### src/rtl/cordic_pipe_reg.sv
// Elastic DEPTH-stage pipeline register for the CORDIC datapath.
// Per-stage valid bits, valid/ready backpressure with bubble collapse, flush and occupancy count.
module cordic_pipe_reg #(
  parameter int               WIDTH   = 6,
  parameter int               DEPTH   = 4,
  parameter logic [WIDTH-1:0] RST_VAL = '0,
  localparam int              CW      = $clog2(DEPTH + 1)
) (
  input  logic             CLK,
  input  logic             RST,
  input  logic             FLUSH,
  input  logic             IN_VALID,
  output logic             IN_READY,
  input  logic [WIDTH-1:0] IN_DATA,
  output logic             OUT_VALID,
  input  logic             OUT_READY,
  output logic [WIDTH-1:0] OUT_DATA,
  output logic [CW-1:0]    COUNT
);

  logic [DEPTH-1:0] v_q;
  logic [DEPTH-1:0] v_d;
  logic [DEPTH-1:0] adv;
  logic [DEPTH-1:0] src_v;
  logic [WIDTH-1:0] d_q   [DEPTH];
  logic [WIDTH-1:0] d_d   [DEPTH];
  logic [WIDTH-1:0] src_d [DEPTH];
  logic [CW-1:0]    count_q;
  logic [CW-1:0]    count_d;

  function automatic logic [CW-1:0] popcount(input logic [DEPTH-1:0] vec);
    logic [CW-1:0] c;
    c = '0;
    for (int i = 0; i < DEPTH; i++) begin
      if (vec[i]) c = c + CW'(1);
    end
    return c;
  endfunction

  // Ready ripples from the output backwards; a running scalar keeps the chain acyclic.
  always_comb begin : ready_chain
    logic a;
    a   = !v_q[DEPTH-1] || OUT_READY;
    adv = '0;
    adv[DEPTH-1] = a;
    for (int i = DEPTH - 2; i >= 0; i--) begin
      a      = !v_q[i] || a;
      adv[i] = a;
    end
  end

  always_comb begin : stage_sources
    src_v    = '0;
    src_v[0] = IN_VALID;
    src_d[0] = IN_DATA;
    for (int i = 1; i < DEPTH; i++) begin
      src_v[i] = v_q[i-1];
      src_d[i] = d_q[i-1];
    end
  end

  always_comb begin : next_state
    v_d = v_q;
    for (int i = 0; i < DEPTH; i++) begin
      d_d[i] = d_q[i];
      if (adv[i]) begin
        v_d[i] = src_v[i];
        if (src_v[i]) d_d[i] = src_d[i];
      end
    end
    count_d = popcount(v_d);
  end

  // Reset wins over flush; flush drops valid bits but keeps data registers.
  always_ff @(posedge CLK) begin
    if (RST) begin
      v_q     <= '0;
      count_q <= '0;
      for (int i = 0; i < DEPTH; i++) d_q[i] <= RST_VAL;
    end else if (FLUSH) begin
      v_q     <= '0;
      count_q <= '0;
    end else begin
      v_q     <= v_d;
      count_q <= count_d;
      for (int i = 0; i < DEPTH; i++) d_q[i] <= d_d[i];
    end
  end

  assign IN_READY  = adv[0] && !FLUSH;
  assign OUT_VALID = v_q[DEPTH-1] && !FLUSH;
  assign OUT_DATA  = d_q[DEPTH-1];
  assign COUNT     = count_q;

endmodule

### config.mk
export PLATFORM = sky130hd
export DESIGN_NAME = cordic_pipe_reg
export DESIGN_NICKNAME = d
export VERILOG_FILES = /design/src/rtl/cordic_pipe_reg.sv
export SDC_FILE = /design/constraint.sdc
export NUM_CORES = 1
export LEC_CHECK = 0
export ABC_AREA = 1
export BUFFER_PORTS_ARGS = -buffer_cell sky130_fd_sc_hd__buf_2
export CAP_MARGIN = 20
export CORE_MARGIN = 2
export CORE_UTILIZATION = 54
export DETAILED_ROUTE_END_ITERATION = 10
export PLACE_DENSITY = 0.82
export REMOVE_ABC_BUFFERS = 1
export SETUP_SLACK_MARGIN = 0.1
export SYNTH_ARGS = -nofsm -noshare
export SYNTH_HDL_FRONTEND = slang
export SYNTH_SLANG_ARGS = --single-unit
### constraint.sdc
create_clock -name CLK -period 2.3 [get_ports CLK]
set_input_delay 0.46 -clock CLK [delete_from_list [all_inputs] [get_ports CLK]]
set_output_delay 0.46 -clock CLK [all_outputs]
set_load 0.02 [all_outputs]
# Yosys cells after proc, flatten, opt, wreduce, memory -nomap -nowiden
# Memory sizes are Yosys's and may differ from the RTL's.
# Index checks and enable logic that the tools add are counted.
# op_classes
addsub,3
muxes,25
bitwise,4
n_reduce_logical,12
# op_table
operator,count
$mux W6,12
$mux W1,10
$add A3 B1 Y3 const B,3
$mux W3,3
$logic_not A1 Y1,5
$logic_or A1 B1 Y1,4
$or A1 B1 Y1,4
$logic_and A1 B1 Y1,2
$reduce_or A2 Y1,1
# word_totals
reg_bits,7
mem_bits_rw,24
input_bits,11
out_inout_bits,11
mem_count,1
# mem_list
memory,words,width,rd,rd_ports_with_merged_regs,write_ports,line_no,source
d_q,4,6,4,0,4,25,logic [WIDTH-1:0] d_q [DEPTH];

# Logic depth before layout (Yosys ltp)
# Gate-level depths: netlist (run 1).
# depth
ltp_word,13
mapped_depth,15
depth_no_buf,15

# Worst setup path before layout (run 1)
# OpenSTA, ideal clock, no wires.
# synth_path
path_type,in2reg
startpoint,input port OUT_READY
endpoint,register count_q[2] (netlist: COUNT[2])
setup_time_ns,0.113
arrival_ns,1.695
required_time_ns,2.187
setup_slack_ns,0.492
cell_stages,13
path_cell_list,inv_1 -> nand4_1 -> inv_1 -> nand2_1 -> nand2_1 -> ha_1 -> or2_0 -> and2_1 -> ha_1 -> nand2_1 -> nand2_1 -> nand2_1 -> nor2_1
# synth_between
elab_chain_len,12
# synth_rtl
element,line_no,source
"start, declared",16,"input logic OUT_READY,"
$logic_or A1 B1 Y1 *,43,a = !v_q[DEPTH-1] || OUT_READY;
$logic_or A1 B1 Y1 * (3 in a row),47,a = !v_q[i] || a;
$mux W1 *,66,if (adv[i]) begin
net v_d[0],22,logic [DEPTH-1:0] v_d;
$mux W1 *,35,if (vec[i]) c = c + CW'(1);
$add A3 B1 Y3,35,
$mux W3 *,35,
$add A3 B1 Y3,35,
$mux W3 *,35,
$add A3 B1 Y3,35,
$mux W3 *,35,
"end signal, assigned",85,count_q <= count_d;
"end, declared",28,logic [CW-1:0] count_q;
# The timed path passes the listed nets; every way through them passes the cells marked *.
# A chain may end at the register's enable or synchronous reset.

# Worst setup path in the final report (run 1)
# layout_path
startpoint,register v_q[3]
endpoint,register count_q[2] (netlist: COUNT[2])
# layout_between
elab_chain_len,13
# layout_rtl
element,line_no,source
"start, declared",21,logic [DEPTH-1:0] v_q;
"start signal, assigned",84,v_q <= v_d;
$logic_not A1 Y1 *,43,
$logic_or A1 B1 Y1 *,43,
$logic_or A1 B1 Y1 * (3 in a row),47,
$mux W1 *,66,
net v_d[0],22,
$mux W1 *,35,
$add A3 B1 Y3,35,
$mux W3 *,35,
$add A3 B1 Y3,35,
$mux W3 *,35,
$add A3 B1 Y3,35,
$mux W3 *,35,
# Marked as above.

==> impl_metrics.ini, run 1 <==
[run_status]
status = complete, no violations

[clock_network]
clk_pin_slew_ns = 0.09
cts_made_buffers = 5
cts_tree = yes
clk_latency_ns = 0.32
post_cts_resized = 0
root_buffer = clkbuf_4
hold_buffers = 0
h-tree-depth = 2
cts_setup_buffers = 0
cts.path.max_buffers = 2
cts_sinks = 31

[sta]
fmax_mhz = 547
drv_slew = 0
slew_headroom_pct = 62.6
worst_hold_slack_ns = 0.398
worst_slew_pin_slew_ns = 0.561
rsz0062_at_grt = no
skew_ns = 0.00483
final_hold_viol_count = 0
tns_ns = 0
setup-violations-final = 0
finalCritPeriodShare_pct = 79.5
period_minus_slack_ns = 1.83

[global_routing]
grt_pass1_vias = 875
overflow = 0
grt_start_max_net_pins = 30
grt_pass1_wl_um = 3190
grt_usage_pct = 16.3
grt_antenna_before_repair = 0

[floorplan]
die_area_um2 = 2910
row_count = 18
die_x_um = 53.9
io-pin-count = 22
core_area_um2 = 2410
die_h_um = 53.9
initial_core_util_pct = 55.8

[routing]
routed_wl_um = 2020
wl_per_cell_um = 10.2
drc = 0
routed_via_density = 4.60
via_count = 911
drtIter0Drc = 28
firstDrtPassIters = 4
antenna_left = 0

[critical_path]
cp-startpoint = v_q[3]$_SDFF_PN0_
end_kind = flip-flop
ff2ff_path_depth = 12
path_class = reg -> reg
crit_path_start_kind = flip-flop
crit_path_top_delay_cell = dfxtp_1
r2r-end = COUNT[2]$_SDFF_PN0_
r2r_start = v_q[3]$_SDFF_PN0_
path_max_fanout = 3
cp.required_ns = 2.52
worstPathArrival_ns = 2.05
worstPathCellList = nand4_1, inv_1, nand2_1, nand2_1, ha_1, or2_0, and2_1, ha_1, nand2_1, nand2_1, nand2_1, nor2_1
r2r_slack_ns = 0.47
critical-path-max-stage-delay_ns = 0.35
cp_common_cell = nand2_1
worstSetupEndpoint = COUNT[2]$_SDFF_PN0_

[finish]
final_cell_mix = 38 x inv_1, 32 x nor2_1, 24 x edfxtp_1
diodes = 0
area_growth_pct = 14.2
fin_cells = 198
drive_gt1_share_pct = 21.4
final_area_um2 = 1540
fill_cells = 195
multi_input_area_um2 = 304
fin_nets = 180
seq_area_um2 = 861
final_common_cell = inv_1

[logic_synthesis]
synth-warning-count = 0
ys_ff_latch = 31
syn_area_per_cell_um2 = 9.68
syn_inst = 139
ys_seq_area_share_pct = 64.0
synth_cell_types = 18
syn_area_um2 = 1350

[pwr]
power_density_nw_per_um2 = 689
vdd_drop_max_v = 0.000489
finalPower_mw = 1.06
p_leak_nw = 0.753

[placed_design]
place_congestion = 0.790
port_buffers = 21
dpl_cell_area_um2 = 1480
place_inst = 190
hpwl_um = 1490

[worst_hold_path]
hold_class = in -> reg

[job]
maxCapViolations = 0
==> worst min-delay path by stage <==
stage / startpoint / cells past startpoint / endpoint
2_1_floorplan: v_q[0]$_SDFF_PN0_ / 2 / v_q[0]$_SDFF_PN0_
3_3_place_gp: v_q[0]$_SDFF_PN0_ / 2 / v_q[0]$_SDFF_PN0_
3_5_place_dp: v_q[0]$_SDFF_PN0_ / 2 / v_q[0]$_SDFF_PN0_
4_1_cts: RST / 4 / COUNT[2]$_SDFF_PN0_
5_1_grt: RST / 4 / COUNT[2]$_SDFF_PN0_
6_report: RST / 4 / COUNT[2]$_SDFF_PN0_
==> critical path, delay by kind of cell, from the launching register on <==
family | cells | cell delay [ns]
adders and majority gates | 2 | 0.40
DFF | 1 | 0.35
buffers and inverters | 1 | 0.08
and+or+nand+nor | 9 | 0.90
==> area by class of cell <==
| class | instances | area share [%] |
|---|---|---|
| clock buffers | 7 | 3.58 |
| multi-input cells | 66 | 19.8 |
| clock inverters | 1 | 0.326 |
| flip-flops and latches | 31 | 56.0 |
| repair buffers | 24 | 8.31 |
| well taps | 30 | 2.44 |
| inverters | 39 | 9.53 |
==> cells in the mapped netlist <==
master,number,area [um^2]
o31ai_1,2,15.0
nand4_1,1,6.26
inv_1,38,143
o21ai_1,1,5.00
dfxtp_1,7,140
and2_1,1,6.26
nand3_2,1,10.0
nand3_1,2,10.0
edfxtp_1,24,721
nand2_2,1,6.26
nor2_1,32,120
ha_1,2,25.0
or2_0,1,6.26
a21oi_1,5,25.0
nand2_1,15,56.3
buf_6,3,33.8
inv_2,1,3.75
nor2_2,2,12.5
==> sequential cells by signal, summed over array words and instances, names as in the netlist <==
name   count
d_q       24
v_q        4
COUNT      3
==> per-stage QoR <==
step,worst slack [ns],utilization (%)
after detailed placement,0.233,61.3
after floorplan,0.491,-
final,0.471,63.8
after global placement,0.319,61.3
after global routing,0.243,63.8
after CTS,0.484,63.8
==> metal layers <==
metal,GRT usage [%],vias to the layer above,wire length [um]
met3,6.11,7,121
met5,0,-,0
met4,11.1,0,46
li1,-,476,-
met1,15.3,397,825
met2,28.9,31,1030
==> power breakdown <==
group / total [mW] / internal, mW / switching, mW
registers: 0.647 / 0.639 / 0.00835
logic: 0.0891 / 0.0306 / 0.0586
clock network: 0.323 / 0.148 / 0.175
==> cells by family after synthesis <==
family / Yosys count / synth area share, %
flops: 31 / 64.0
buf+inv: 42 / 13.4
compound gates: 8 / 3.35
fa+ha+maj: 2 / 1.86
simple gates: 56 / 17.4
No activity file was read; power rests on OpenSTA's default activity.
==> run 2, diff against run 1 <==
Clock period 2.3 ns to 1.9 ns, I/O delays scaled along.
==> run 2 against run 1 <==
  * Utilization grew 3.2 points
  * First-iteration DRC count decreased by 46%
  * Final cell count up 1.5%
  * Setup slack worse by 0.31 ns
  * Hold slack got worse by 0.076 ns
  * Global-route usage grew 0.81 points
  * Clock-buffer cell count is 2 lower
  * Total power grew 31%
  * Combinational power is 27% higher
  * Critical path depth stayed put
  * Critical path type unchanged
==> impl_metrics.ini, run 2 (synthesis gave the netlist of run 1 again) <==
[routing]
routed_wl_um = 2150
drc = 0
via_count = 917
drtIter0Drc = 15
wl_per_cell_um = 10.7
firstDrtPassIters = 4
antenna_left = 0
routed_via_density = 4.56

[sta]
fmax_mhz = 574
layout_setup_ws_ns = 0.159
rsz0062_at_grt = yes
final_hold_viol_count = 0
finalCritPeriodShare_pct = 91.6
worst_hold_slack_ns = 0.322
period_minus_slack_ns = 1.74
tns_ns = 0
setup-violations-final = 0
slew_headroom_pct = 64.0
drv_slew = 0
worst_slew_pin_slew_ns = 0.539
skew_ns = 0.00740

[global_routing]
grt_antenna_before_repair = 0
use_met1_pct = 18.0
grt_start_max_net_pins = 30
met3_usage_pct = 10.0
grt_usage_pct = 17.1
grt_pass1_wl_um = 3220
use_met2_pct = 27.4
overflow = 0
grt_busiest_layer = met2
grt_pass1_vias = 799

[clock_network]
clk_latency_ns = 0.33
clk_pin_slew_ns = 0.10
cts.path.max_buffers = 2
cts_made_buffers = 5
hold_buffers = 0
h-tree-depth = 2
cts_tree = yes
cts_sinks = 31
root_buffer = clkbuf_4

[critical_path]
crit_path_start_kind = flip-flop
r2r_start = v_q[2]$_SDFF_PN0_
path_max_fanout = 4
ff2ff_path_depth = 12
end_kind = flip-flop
cp.required_ns = 2.13
worstPathArrival_ns = 1.97
path_class = reg -> reg
cp-startpoint = v_q[2]$_SDFF_PN0_

[job]
maxCapViolations = 0

[finish]
drive_gt1_share_pct = 28.7
largest_register_ffs = 24
diodes = 0
fin_nets = 183
fin_cells = 201
final_cell_mix = 37 x inv_1, 32 x nor2_1, 24 x edfxtp_1
area_growth_pct = 19.9
top_register = d_q
fin_util_pct = 66.9
final_area_um2 = 1610
final_common_cell = inv_1

[pwr]
finalPower_mw = 1.39
p_leak_nw = 0.777
vdd_drop_max_v = 0.000614
power_density_nw_per_um2 = 859

[floorplan]
initial_core_util_pct = 55.8
core_area_um2 = 2410
io-pin-count = 22
die_area_um2 = 2910
row_count = 18
die_x_um = 53.9
die_h_um = 53.9

[worst_hold_path]
hold_class = in -> reg
min-delay-start = RST
holdPathStages = 4

[placed_design]
port_buffers = 21
place_congestion = 0.818
dpl_cell_area_um2 = 1480
hpwl_um = 1480
place_ws_ns = -0.0436
place_inst = 191

[run_status]
status = complete, no violations
run 2: worst max-delay path, stage by stage (launching register included):
cell	delay, ns
dfxtp_4	0.37
nand4_1	0.13
inv_2	0.07
nand2_2	0.07
nand2_2	0.07
ha_4	0.16
or2_1	0.21
and2_1	0.15
ha_1	0.20
nand2_1	0.07
nand2_1	0.05
nand2_1	0.05
nor2_1	0.04
run 2: area by class of cell:
type                    instances  area (um^2)
repair buffers                 27          153
flip-flops and latches         31          870
clock inverters                 3         38.8
inverters                      39          146
clock buffers                   5         37.5
well taps                      30         37.5
multi-input cells              66          330
fillers                       187          797
run 2: path summary, 6_finish.rpt:
path | end | slack (ns)
worst min register to register | d_q[1][2]$_SDFFCE_PN0P_ | 0.55
worst max-delay path | COUNT[2]$_SDFF_PN0_ | 0.16
worst max register to register | COUNT[2]$_SDFF_PN0_ | 0.16
worst min-delay path | COUNT[2]$_SDFF_PN0_ | 0.32
run 2: metal layers:
metal | vias to the layer above | wire (um)
li1 | 482 | -
met1 | 409 | 924
met2 | 24 | 1090
met3 | 2 | 113
met4 | 0 | 15
met5 | - | 0
run 2: what timing repair did:
action                                  in CTS  in global routing
gates resized for setup                      2                 12
pin swaps                                    0                  5
endpoints found under the setup margin       1                  3
buffers inserted                             0                  2
run 2: report_power, final:
group	leakage [nW]	internal, mW	switching, mW
logic	0.428	0.0400	0.0729
clock network	0.0426	0.270	0.221
registers	0.306	0.770	0.0105
total	0.777	1.08	0.304
